$ cat config.mk
export PLATFORM = sky130hd
export DESIGN_NAME = serial_sub
export DESIGN_NICKNAME = d
export VERILOG_FILES = /design/src/rtl/serial_sub_pkg.sv /design/src/rtl/serial_sub_fs_bit.sv /design/src/rtl/serial_sub.sv
export SDC_FILE = /design/constraint.sdc
export NUM_CORES = 1
export LEC_CHECK = 0
export CAP_MARGIN = 0
export CORE_ASPECT_RATIO = 1.2
export CORE_MARGIN = 8
export CORE_UTILIZATION = 54
export CTS_BUF_LIST = sky130_fd_sc_hd__clkbuf_4 sky130_fd_sc_hd__clkbuf_8
export CTS_CLUSTER_DIAMETER = 100
export DETAILED_ROUTE_END_ITERATION = 7
export GPL_ROUTABILITY_DRIVEN = 1
export PLACE_DENSITY = 0.81
export SYNTH_ARGS = -nofsm -noshare
export SYNTH_HDL_FRONTEND = slang
export SYNTH_SLANG_ARGS = --single-unit
$ cat constraint.sdc
create_clock -name clk -period 1.97 [get_ports clk]
set_input_delay 0.2955 -clock clk [delete_from_list [all_inputs] [get_ports clk]]
set_output_delay 0.2955 -clock clk [all_outputs]
set_load 0.01 [all_outputs]
$ cat src/rtl/serial_sub_pkg.sv
// Shared definitions for the serial subtractor: controller state encoding and default width.
package serial_sub_pkg;

  localparam int unsigned DEFAULT_WIDTH = 8;

  typedef enum logic [1:0] {
    S_IDLE  = 2'd0,
    S_SHIFT = 2'd1,
    S_DONE  = 2'd2
  } state_t;

endpackage

$ cat src/rtl/serial_sub_fs_bit.sv
// Combinational one-bit full subtractor: d = a - b - bin, bout = borrow out.
module fs_bit (
  input  logic a,
  input  logic b,
  input  logic bin,
  output logic d,
  output logic bout
);

  assign d    = a ^ b ^ bin;
  assign bout = (~a & b) | (~(a ^ b) & bin);

endmodule

$ cat src/rtl/serial_sub.sv
// Bit-serial subtractor, LSB first, one bit per clock, behind a start/done handshake.
module serial_sub
  import serial_sub_pkg::*;
#(
  parameter int unsigned WIDTH = DEFAULT_WIDTH
) (
  input  logic             clk,
  input  logic             rst,
  input  logic             start,
  input  logic [WIDTH-1:0] a_in,
  input  logic [WIDTH-1:0] b_in,
  output logic             busy,
  output logic             done,
  output logic [WIDTH-1:0] diff,
  output logic             bout,
  output logic             ovf
);

  localparam int unsigned CW = (WIDTH > 1) ? $clog2(WIDTH) : 1;
  localparam logic [CW-1:0] LAST = CW'(WIDTH - 1);

  state_t           state;
  logic [WIDTH-1:0] a_sr;
  logic [WIDTH-1:0] b_sr;
  logic [WIDTH-1:0] res;
  logic [WIDTH-1:0] res_next;
  logic             borrow;
  logic             borrow_next;
  logic             d;
  logic [CW-1:0]    cnt;
  logic             a_msb;
  logic             b_msb;

  fs_bit u_fs (
    .a    (a_sr[0]),
    .b    (b_sr[0]),
    .bin  (borrow),
    .d    (d),
    .bout (borrow_next)
  );

  assign res_next = {d, res[WIDTH-1:1]};

  // Operand sign bits are kept apart because a_sr/b_sr are consumed by the shift.
  always_ff @(posedge clk or posedge rst) begin
    if (rst) begin
      state  <= S_IDLE;
      a_sr   <= '0;
      b_sr   <= '0;
      res    <= '0;
      borrow <= 1'b0;
      cnt    <= '0;
      a_msb  <= 1'b0;
      b_msb  <= 1'b0;
      busy   <= 1'b0;
      done   <= 1'b0;
      diff   <= '0;
      bout   <= 1'b0;
      ovf    <= 1'b0;
    end else begin
      case (state)
        S_IDLE: begin
          done <= 1'b0;
          if (start) begin
            a_sr   <= a_in;
            b_sr   <= b_in;
            a_msb  <= a_in[WIDTH-1];
            b_msb  <= b_in[WIDTH-1];
            res    <= '0;
            borrow <= 1'b0;
            cnt    <= '0;
            busy   <= 1'b1;
            state  <= S_SHIFT;
          end
        end
        S_SHIFT: begin
          a_sr   <= a_sr >> 1;
          b_sr   <= b_sr >> 1;
          res    <= res_next;
          borrow <= borrow_next;
          cnt    <= cnt + 1'b1;
          if (cnt == LAST) begin
            diff  <= res_next;
            bout  <= borrow_next;
            ovf   <= (a_msb ^ b_msb) & (a_msb ^ d);
            done  <= 1'b1;
            state <= S_DONE;
          end
        end
        S_DONE: begin
          done  <= 1'b0;
          busy  <= 1'b0;
          state <= S_IDLE;
        end
        default: begin
          done  <= 1'b0;
          busy  <= 1'b0;
          state <= S_IDLE;
        end
      endcase
    end
  end

endmodule

# Word level (Yosys, flattened, before mapping)
# Index checks and enable logic that the tools add are counted.
# word_totals
ff_bits	44
out_inout_bits	12
inputBits	19
elab_cells	53
# op_classes
bitwise	11
n_eq_ne	4
add_sub_neg	1
n_mux	17
reduce_logical	7
# ops
op	count
$pmux W8 S2	3
$mux W8	3
$reduce_and A2 Y1	5
$pmux W3 S2	1
$mux W1	4
$mux W2	2
$ne A2 B2 Y1 const B	2
$pmux W1 S2	2
$pmux W2 S2	1
$xor A1 B1 Y1	4
$add A3 B1 Y3 const B	1
$and A1 B1 Y1	3
$eq A3 B3 Y1 const B	1
$mux W3	1
$not A1 Y1	3
$eq A2 B1 Y1 const B	1
$logic_not A2 Y1	1
$reduce_bool A2 Y1	1
$or A1 B1 Y1	1

# Depth between registers and ports, before layout
# depth
ltp_word	5
depth_mapped	6
mapped_depth_nobuf	5

# Hierarchy
# Synthesis repeated with hierarchy kept, for this count alone.
# hier_totals
cells_unflattened	141
area_unflattened_um2	1800.5
# by_module_without_submodules
mod	seq_area_each_um2	n_inst	cells_each	area_each_um2
serial_sub	1076.0	1	137	1769.2
fs_bit	0.0	1	4	31.3

# Worst setup path before layout
# No wires, ideal clock.
# synth_timing
path_type	register -> register
start	register cnt[0]
end	register diff[0]
required_ns	1.845
setup_time_ns	0.125
path_stages_with_launch	6
arrival_time_ns	1.442
period_less_slack_ns	1.566
path_slack_ns	0.404
path_buffers	1
cell_sequence	dfrtp_1 -> ha_1 -> ha_1 -> nand3b_1 -> buf_2 -> mux2_2
# synth_via
elab_chain_cells	2
# synth_rtl
element	line	text
from (decl)	serial_sub.sv:30	logic [CW-1:0] cnt;
from (signal assigned)	serial_sub.sv:81	cnt <= cnt + 1'b1;
$eq A3 B3 Y1	serial_sub.sv:82	if (cnt == LAST) begin
$reduce_and A2 Y1 (no source line)	n/a	
to (signal assigned)	serial_sub.sv:83	diff <= res_next;
to (decl)	serial_sub.sv:14	output logic [WIDTH-1:0] diff,
# No other way between the ends.
# A chain may end at the register's enable or synchronous reset.

# Worst setup path in the final report
# Same ends and word-level chain as after synthesis.

==> flow_metrics.py <==
metrics = {
    "outcome": {
        "outcome": "finished clean",
    },
    "sta": {
        "slew_viol_final": 0,
        "tns_ns": 0,
        "fin_skew_ns": 0.00257,
        "finalSetupViolCount": 0,
        "period_minus_slack_ns": 1.67,
        "max_freq_mhz": 600,
        "slew_headroom_pct": 54.5,
        "layout_setup_ws_ns": 0.302,
        "hold_violations": 0,
        "fin_crit_sh_pct": 84.7,
        "rsz0062_at_grt": "false",
        "worst_slew_pin_slew_ns": 0.681,
    },
    "cells_and_area": {
        "nNetsFinal": 200,
        "seq_area_um2": 1080,
        "final_cell_count_no_fill": 216,
        "stdcell_area_um2": 2210,
        "fillerInstances": 263,
        "num_antenna_cells": 0,
        "area_growth_pct": 24.6,
        "final_layout_size_suffix_gt1_share_pct": 12.8,
        "multi_input_area_um2": 642,
    },
    "placed_design": {
        "io_buffers": 30,
        "post-dp-hpwl_mm": 2.53,
        "place_inst": 208,
        "pre_cts_slack_ns": 0.282,
        "place_congestion": 0.738,
        "dpl-instance-area_um2": 2120,
    },
    "global_routing": {
        "grt_usage_pct": 15.0,
        "grt_pass1_wl_mm": 6.08,
        "grt_max_degree": 44,
        "antenna_found_initial": 0,
        "overflow": 0,
        "grt_pass1_vias": 1271,
    },
    "die": {
        "coreArea_um2": 3250,
        "initial_utilization_pct": 54.6,
        "pin_count": 31,
        "dieWidth_um": 68.3,
        "die_h_um": 78.8,
        "die-area_um2": 5380,
        "num_rows": 23,
    },
    "logic_synthesis": {
        "syn_area_um2": 1770,
        "yosys.area.top_type": "dfrtp_1",
        "seq_area_frac_synth_pct": 60.6,
        "syn_nets": 167,
        "yosys.area.top_type_share_pct": 60.6,
        "ys_types": 22,
        "ys_ff_latch": 43,
        "synth_area_leaders": "dfrtp_1, mux2i_1, mux2_2",
        "syn_inst": 145,
        "avgSynthCellArea_um2": 12.2,
        "ys_warn_count": 0,
    },
    "setup_path": {
        "endpoint_kind": "flip-flop",
        "crit_fanout": 9,
        "critical_path_arrival_ns": 1.85,
        "criticalPathCategory": "reg -> reg",
        "cp-start-kind": "flip-flop",
        "required_ns": 2.15,
    },
    "clocking": {
        "postCtsSetupBuffers": 0,
        "cts_sinks": 43,
        "hold_buffers": 0,
        "htreeDepth": 2,
        "tritoncts": "built",
        "numCtsBuffers": 5,
        "clk_pin_slew_ns": 0.07,
        "cts_root_buf": "clkbuf_8",
        "cts-resized-gates": 0,
        "clockBufferDepth": 2,
        "insertion_delay_ns": 0.29,
    },
    "power_and_ir_drop": {
        "swShare_pct": 33.3,
        "vdd_drop_max_uv": 1080,
        "p_int_mw": 2.29,
        "seqPwrFrac_pct": 44.6,
        "p_per_area_nw_per_um2": 1550,
        "power_mw": 3.43,
        "p_leak_nw": 0.992,
        "p_clk_share_pct": 16.1,
        "switching_power_mw": 1.14,
        "pwr-share-comb_pct": 39.3,
    },
    "detailed_routing": {
        "drtIter0Drc": 54,
        "ant_nets": 0,
        "drc_errors": 0,
        "viasPerCell": 5.43,
        "first_pass_iters": 4,
        "wire_per_inst_um": 16.1,
        "vias": 1173,
        "wirelength_mm": 3.49,
    },
    "run": {
        "max_cap_viol_count": 0,
    },
    "hold_path": {
        "min_path_type": "in -> async",
    },
}
-- through the flow --
step	utilization, %	hold slack [ns]
2_1_floorplan	-	0.428
5_1_grt	68.0	0.505
4_1_cts	68.0	0.460
3_5_place_dp	65.3	0.472
3_3_place_gp	65.3	0.463
6_report	68.0	0.446
-- layer usage --
layer / wire length [um] / GRT usage, % / vias up
met3: 269 / 6.19 / 10
met4: 99 / 8.62 / 0
li1: - / - / 564
met5: 0 / 0 / -
met2: 1750 / 23.6 / 32
met1: 1370 / 16.4 / 567
-- power groups by stage --
stage | combinational, mW | clock [mW] | sequential [mW]
floorplan | 0.863 | 0 | 1.53
global placement | 1.31 | 0 | 1.52
detailed placement | 1.38 | 0 | 1.55
CTS | 1.38 | 0.572 | 1.54
global route | 1.51 | 0.601 | 1.58
finish | 1.35 | 0.553 | 1.53
-- worst max-delay path, cell delays in order, from the launching register on --
cell      delay [ns]
dfrtp_1         0.40
ha_1            0.21
ha_1            0.20
nand3b_1        0.35
mux2_2          0.39
-- kinds of logic after synthesis --
kind of cell / Yosys count / synth area share (%)
AO/OA/AOI/OAI: 33 / 11.9
AND/OR/NAND/NOR: 31 / 7.83
adder cells (fa/ha/maj): 3 / 2.54
flip-flops: 43 / 60.6
multiplexers: 23 / 13.7
buffers and inverters: 12 / 3.38
-- cell usage in the layout, fill, tap and decap left out, drive strengths merged --
cell / instances
a22oi: 1
dfrtp: 43
a21oi: 2
clkdlybuf4s50: 30
buf: 4
mux2i: 13
o21ai: 18
ha: 2
nand2: 18
inv: 4
clkbuf: 7
o21bai: 1
fa: 1
clkinv: 1
nor2: 5
nand2b: 3
nor3b: 1
mux2: 10
a22o: 11
nand3b: 1
nor2b: 3
-- cell type report --
| type | count | area share, % |
|---|---|---|
| sequential | 43 | 48.7 |
| multi-input combinational | 90 | 29.0 |
| timing repair buffer | 34 | 15.5 |
| clock buffer | 7 | 3.79 |
| tap | 37 | 2.09 |
| inverter | 4 | 0.679 |
| clock inverter | 1 | 0.226 |
-- registers in the layout (all words and copies together), names as in the netlist --
register and flops:
a_msb 1, a_sr 8, b_msb 1, b_sr 8
borrow 1, bout 1, busy 1, cnt 3
diff 8, done 1, ovf 1, res 7
state 2
-- cells in the mapped netlist --
library cell	instances
a21oi_1	2
a22o_1	11
a22oi_1	1
buf_2	3
buf_4	1
buf_6	1
clkbuf_1	3
dfrtp_1	43
fa_1	1
ha_1	2
inv_1	4
mux2_2	10
mux2i_1	13
nand2_1	18
nand2b_1	3
nand3b_1	1
nor2_1	5
nor2b_1	3
nor3b_1	1
o21ai_0	11
o21ai_1	7
o21bai_1	1
-- worst paths after layout --
path / start / to / slack (ns) / cells past startpoint
min in group clk: a_sr[6] / a_sr[6] / 0.48 / 2
max: cnt[0] / diff[0] / 0.30 / 4
max reg2reg: cnt[0] / diff[0] / 0.30 / 4
min reg2reg: a_sr[6] / a_sr[6] / 0.48 / 2
max in group asynchronous: rst / ovf / 1.17 / 3
min: rst / diff[3] / 0.45 / 3
No activity file was read; power rests on OpenSTA's default activity.
